## src/rtl/zprize_mul_sched.sv

```systemverilog
// Round-robin scheduler sharing one fixed-latency multiplier among NREQ requesters.
// Credits reserve response-FIFO space at issue time, so a return can always be queued.
module zprize_mul_sched #(
    parameter int NREQ = 4,
    parameter int W0   = 48,
    parameter int W1   = 48,
    parameter int LAT  = 6,
    parameter int FD   = 4,
    parameter int TW   = 8,
    parameter int IDW  = $clog2(NREQ),
    parameter int M    = 1 + IDW + TW
) (
    input  logic                      clk,
    input  logic                      rst,
    input  logic [NREQ-1:0]           req_valid,
    output logic [NREQ-1:0]           req_ready,
    input  logic [NREQ*W0-1:0]        req_a,
    input  logic [NREQ*W1-1:0]        req_b,
    input  logic [NREQ*TW-1:0]        req_tag,
    output logic [W0-1:0]             mul_in0,
    output logic [W1-1:0]             mul_in1,
    output logic [M-1:0]              mul_m_i,
    input  logic [M-1:0]              mul_m_o,
    input  logic [W0+W1-1:0]          mul_out0,
    output logic [NREQ-1:0]           rsp_valid,
    input  logic [NREQ-1:0]           rsp_ready,
    output logic [NREQ*(W0+W1)-1:0]   rsp_data,
    output logic [NREQ*TW-1:0]        rsp_tag,
    output logic                      idle
);
    localparam int DW  = W0 + W1;
    localparam int EW  = DW + TW;
    localparam int PW  = (FD > 1) ? $clog2(FD) : 1;
    localparam int CW  = $clog2(FD + 1);
    localparam int DRW = $clog2(LAT + 2);

    logic [CW-1:0]   credit_q [NREQ];
    logic [CW-1:0]   credit_d [NREQ];
    logic [CW-1:0]   cnt_q    [NREQ];
    logic [CW-1:0]   cnt_d    [NREQ];
    logic [PW-1:0]   wp_q     [NREQ];
    logic [PW-1:0]   wp_d     [NREQ];
    logic [PW-1:0]   rp_q     [NREQ];
    logic [PW-1:0]   rp_d     [NREQ];
    logic [EW-1:0]   mem_q    [NREQ][FD];
    logic [IDW-1:0]  rr_q;
    logic [IDW-1:0]  gnt_idx;
    logic            gnt_any;
    logic [NREQ-1:0] elig, grant, push, pop;
    logic [DRW-1:0]  drain_q;
    logic            drained;
    logic [M-1:0]    mul_m_q;
    logic [W0-1:0]   a_q;
    logic [W1-1:0]   b_q;
    logic            ret_vld;
    logic [IDW-1:0]  ret_id;
    logic [TW-1:0]   ret_tag;

    function automatic logic [PW-1:0] ptr_inc(input logic [PW-1:0] p);
        return (p == PW'(FD - 1)) ? '0 : p + PW'(1);
    endfunction

    assign drained   = (drain_q == '0);
    assign req_ready = grant;
    assign mul_in0   = a_q;
    assign mul_in1   = b_q;
    assign mul_m_i   = mul_m_q;
    assign ret_vld   = rst & drained & mul_m_o[M-1];
    assign ret_id    = mul_m_o[TW +: IDW];
    assign ret_tag   = mul_m_o[TW-1:0];

    always_comb begin
        grant   = '0;
        gnt_idx = rr_q;
        gnt_any = 1'b0;
        for (int i = 0; i < NREQ; i++) begin
            elig[i] = rst & drained & req_valid[i] & (credit_q[i] != '0);
        end
        // Search starts just after the last winner so every requester gets a turn.
        for (int k = 1; k <= NREQ; k++) begin
            if (!gnt_any && elig[(int'(rr_q) + k) % NREQ]) begin
                gnt_idx = IDW'((int'(rr_q) + k) % NREQ);
                grant[(int'(rr_q) + k) % NREQ] = 1'b1;
                gnt_any = 1'b1;
            end
        end
    end

    always_comb begin
        idle = rst & drained;
        for (int i = 0; i < NREQ; i++) begin
            rsp_valid[i]            = rst & (cnt_q[i] != '0);
            rsp_data[i*DW +: DW]    = mem_q[i][rp_q[i]][EW-1:TW];
            rsp_tag[i*TW +: TW]     = mem_q[i][rp_q[i]][TW-1:0];
            if (credit_q[i] != CW'(FD)) idle = 1'b0;
        end
    end

    always_comb begin
        for (int i = 0; i < NREQ; i++) begin
            push[i]     = ret_vld && (ret_id == IDW'(i));
            pop[i]      = rsp_valid[i] & rsp_ready[i];
            credit_d[i] = credit_q[i];
            cnt_d[i]    = cnt_q[i];
            wp_d[i]     = push[i] ? ptr_inc(wp_q[i]) : wp_q[i];
            rp_d[i]     = pop[i] ? ptr_inc(rp_q[i]) : rp_q[i];
            if (grant[i] && !pop[i]) credit_d[i] = credit_q[i] - CW'(1);
            else if (!grant[i] && pop[i]) credit_d[i] = credit_q[i] + CW'(1);
            if (push[i] && !pop[i]) cnt_d[i] = cnt_q[i] + CW'(1);
            else if (!push[i] && pop[i]) cnt_d[i] = cnt_q[i] - CW'(1);
        end
    end

    // Issue stage / control state; the external multiplier is not reset, hence the drain.
    always_ff @(posedge clk) begin
        if (!rst) begin
            rr_q    <= IDW'(NREQ - 1);
            mul_m_q <= '0;
            drain_q <= DRW'(LAT + 1);
            for (int i = 0; i < NREQ; i++) begin
                credit_q[i] <= CW'(FD);
                cnt_q[i]    <= '0;
                wp_q[i]     <= '0;
                rp_q[i]     <= '0;
            end
        end else begin
            if (gnt_any) begin
                rr_q    <= gnt_idx;
                mul_m_q <= {1'b1, gnt_idx, req_tag[int'(gnt_idx)*TW +: TW]};
            end else begin
                mul_m_q[M-1] <= 1'b0;
            end
            if (!drained) drain_q <= drain_q - DRW'(1);
            for (int i = 0; i < NREQ; i++) begin
                assert (!(push[i] && cnt_q[i] == CW'(FD)));
                credit_q[i] <= credit_d[i];
                cnt_q[i]    <= cnt_d[i];
                wp_q[i]     <= wp_d[i];
                rp_q[i]     <= rp_d[i];
            end
        end
    end

    // Operand and FIFO storage hold data only, no reset needed.
    always_ff @(posedge clk) begin
        if (gnt_any) begin
            a_q <= req_a[int'(gnt_idx)*W0 +: W0];
            b_q <= req_b[int'(gnt_idx)*W1 +: W1];
        end
        for (int i = 0; i < NREQ; i++) begin
            if (push[i]) mem_q[i][wp_q[i]] <= {mul_out0, ret_tag};
        end
    end
endmodule

```

## config.mk

```make
export PLATFORM = sky130hd
export DESIGN_NAME = zprize_mul_sched
export DESIGN_NICKNAME = d
export VERILOG_FILES = /design/src/rtl/zprize_mul_sched.sv
export SDC_FILE = /design/constraint.sdc
export NUM_CORES = 2
export LEC_CHECK = 0
export ABC_AREA = 0
export CORE_AREA = 2 2 412 414
export CTS_CLUSTER_SIZE = 16
export DETAILED_ROUTE_END_ITERATION = 10
export DIE_AREA = 0 0 414 416
export HOLD_SLACK_MARGIN = 0.12
export PLACE_DENSITY = 0.72
export SYNTH_ARGS = -nofsm -noshare
export SYNTH_HDL_FRONTEND = slang
export SYNTH_SLANG_ARGS = --single-unit
```

## constraint.sdc

```tcl
create_clock -name clk -period 5.5 [get_ports clk]
set_clock_uncertainty 0.1 [all_clocks]
set_input_delay 1.1 -clock clk [delete_from_list [all_inputs] [get_ports clk]]
set_output_delay 1.1 -clock clk [all_outputs]
set_load 0.05 [all_outputs]
```

==> metrics.md <==
| Metric | Value |
|---|---|
| Ranking of synthesized cells by area | `edfxtp_1, mux4_2, dfxtp_1, ha_1, clkbuf_1` |
| CTS max path bufs | `3` |
| Initial Util | `0.408` |
| Post-synthesis async set-or-reset flop share | `0` |
| Setup TNS Final | `0 ns` |
| R2r worst-path depth | `8` |
| Grt ovf | `0` |
| Area leader, netlist | `edfxtp_1` |
| R2R Path End | `mul_in0[10]` |
| Slew @ Worst Pin | `around 1.2 ns` |
| Final hold vios | `0` |
| Mapped Area | `0.0686 mm2` |
| Routed WL | `218,000 um` |
| Hold slack | `0.379 ns` |
| Area growth syn-to-layout | `28.7%` |
| Detailed Routing Iterations Pass 1 | `5` |
| WS Path Type | `flop to primary output` |
| Cell Pwr Density | `315 mW/mm2` |
| Yosys warning total | `0` |
| Root buffer cell | `clkbuf_16` |
| # hold bufs at CTS | `0` |
| Fin cells | `6,375` |
| Share of cells above drive strength 1 | `0.213` |
| Post-synth EDFFs | `around 1,800` |
| Postcts setup bufs | `0` |
| Routability cong. | `0.883` |
| CTS tree | `built` |
| Fmax | `0.210 GHz` |
| Worst ir drop on vdd | `roughly 0.00035 V` |
| Die Ht | `416 um` |
| Routed length on met1 | `77,900 um` |
| Routed vias | `35,777` |
| Global Route Usage Sum | `0.250` |
| Most common cell in the synthesized netlist | `edfxtp_1` |
| Clk sink count | `1,816` |
| Syn Area/Cell | `24.6 um2` |
| Pins Over Slew Limit | `0` |
| Seq/Total Area, Yosys | `0.787` |
| Core Area | `0.168 mm2` |
| Post-Synthesis Cells | `2,788` |
| Vias in the first global route | `36,060` |
| Via density | `5.61` |
| Unrepaired setup endpoints after global routing | `no` |
| Buffers on Ports | `roughly 1,100` |
| Max Cap Viol | `0` |
| Area after DPL | `0.0826 mm2` |
| Crit share post-route | `0.865` |
| Met2 wire len | `110,000 um` |
| Synthesis-stage register bit count | `1,816` |
| DRC viols | `0` |
| Crit path DAT | `roughly 3.6 ns` |
| Synth cell count leaders | `edfxtp_1, mux4_2, clkbuf_1` |
| Critical path data required time | `roughly 4.3 ns` |
| Status | `finished, final reports clean` |
| Total power | `27,800 uW` |
| Final setup vio count | `0` |
| CTS resizes | `0` |
| DRT antenna net count | `0` |
| R2r setup slk | `1.48 ns` |
| Fin nets | `approximately 4,600` |
| Worst hold path class | `flop to flop` |
| Post-synth top area share | `0.771` |
| P_leak | `0.0275 uW` |
| Worst Hold Endpoint | `mul_m_i[9]` |
| Post-detail-place hpwl | `153,000 um` |
| Initial DRC Count | `4,142` |
| Library cells used by synthesis | `between 50 and 60` |
| Die ar. | `0.172 mm2` |
| Top_reg_cell synth | `edfxtp_1` |
| Initial antenna violation count | `63` |
| Post-layout min period | `about 4.8 ns` |
| Max layer used | `met5` |
| Ports | `1,065` |
| Final Cell Area | `0.0883 mm2` |
| Average wire per standard cell | `34.2 um` |
| Synthesized Nets | `~3,400` |
| DIE WIDTH | `414 um` |
| Nature of the critical path endpoint | `primary output` |
| Placed cells | `6,031` |
| Min-delay src | `mul_m_i[9]` |
| CP Launch Type | `flop` |
| Clk Latency, worst-skew pair | `0.83 ns` |
| CTS H-tree lvls | `4` |
| Global-route wire length before repair | `297,000 um` |
| Met3 Wirelength | `approximately 18,000 um` |
| Reg2reg start | `rr_q[0]` |
| Headroom to the max-slew limit | `0.177` |
| Largest net degree at the start of global routing | `105` |
| Site Rows | `about 150` |
| CTS clk-pin slew, worst paths | `~0.060 ns` |
| Hold depth | `2` |
| Cts bufs inserted | `181` |
| Crit-path max FO | `26` |
==> final cells by class <==
cell class | count | area (um2)
Multi-Input combinational cell | 809 | 14000
Antenna cell | 16 | 40.0
Inverter | 31 | 119
Clock buffer | 238 | 4770
Sequential cell | 1816 | 54000
Fill cell | 12808 | 79900
Tap cell | 2218 | 2780
Timing Repair Buffer | 1157 | 11700
Clock inverter | 90 | 880
==> worst max path at each step <==
stage	from	end	slack [ns]	cells past startpoint
2_1_floorplan	rst	mul_m_i[1]	0.26	7
3_3_place_gp	req_valid[2]	req_ready[0]	0.77	9
3_5_place_dp	rst	mem_q[0][59]	0.76	6
4_1_cts	rp_q[1][0]	rsp_data[186]	0.64	3
5_1_grt	rp_q[1][0]	rsp_data[186]	0.60	3
6_report	rp_q[1][0]	rsp_data[186]	0.75	3
==> logic make-up after synthesis <==
group,Yosys count,share of synthesized area
DFF,1816,0.787
muxes,537,0.172
buffers and inverters,163,0.0102
and+or+nand+nor,143,0.0111
AOI/OAI and AO/OA,65,0.00772
adders and majority gates,46,0.00927
xor gates and xnor gates,18,0.00257
==> placed cells by master (no fill, tap or decap), drive strengths merged, types with 32 or more instances in the layout <==
| cell type | Yosys | layout |
|---|---|---|
| nand2 | 35 | 35 |
| dfxtp | 56 | 56 |
| clkinv | 0 | 73 |
| ha | 38 | 38 |
| inv | 31 | 39 |
| mux4 | 513 | 513 |
| buf | 68 | 99 |
| clkbuf | 64 | 238 |
| edfxtp | 1760 | 1760 |
| and2 | 32 | 32 |
| clkdlybuf4s50 | 0 | 1058 |
==> sequential cells by signal, indices dropped and copies added, names as in the netlist <==
name	flops
mul_in1	48
wp_q	8
rp_q	8
cnt_q	12
drain_q	3
mem_q	1664
mul_in0	48
rr_q	2
credit_q	12
mul_m_i	11
==> critical path: stages, from the launching register on <==
cell	delay [ns]
dfxtp_4	0.81
buf_4	0.45
mux4_2	0.65
clkdlybuf4s50_1	0.75
==> power by group <==
| group | switching (uW) | internal [uW] |
|---|---|---|
| Combinational | 399 | 434 |
| Sequential | 6.87 | 15200 |
| Clock | 5330 | 6460 |
==> stage by stage <==
stage | setup WS (ns) | utilization
finish | 0.745 | 0.525
global route | 0.597 | 0.525
CTS | 0.636 | 0.525
detailed placement | 0.761 | 0.491
global placement | 0.767 | 0.491
floorplan | 0.257 | -
==> metal layers <==
layer  vias to the layer above  GRT usage
li1                      14406          -
met1                     19071      0.297
met2                      1890      0.419
met3                       386     0.0705
met4                        24      0.127
met5                         -          0
(Power assumes the default switching activity.)
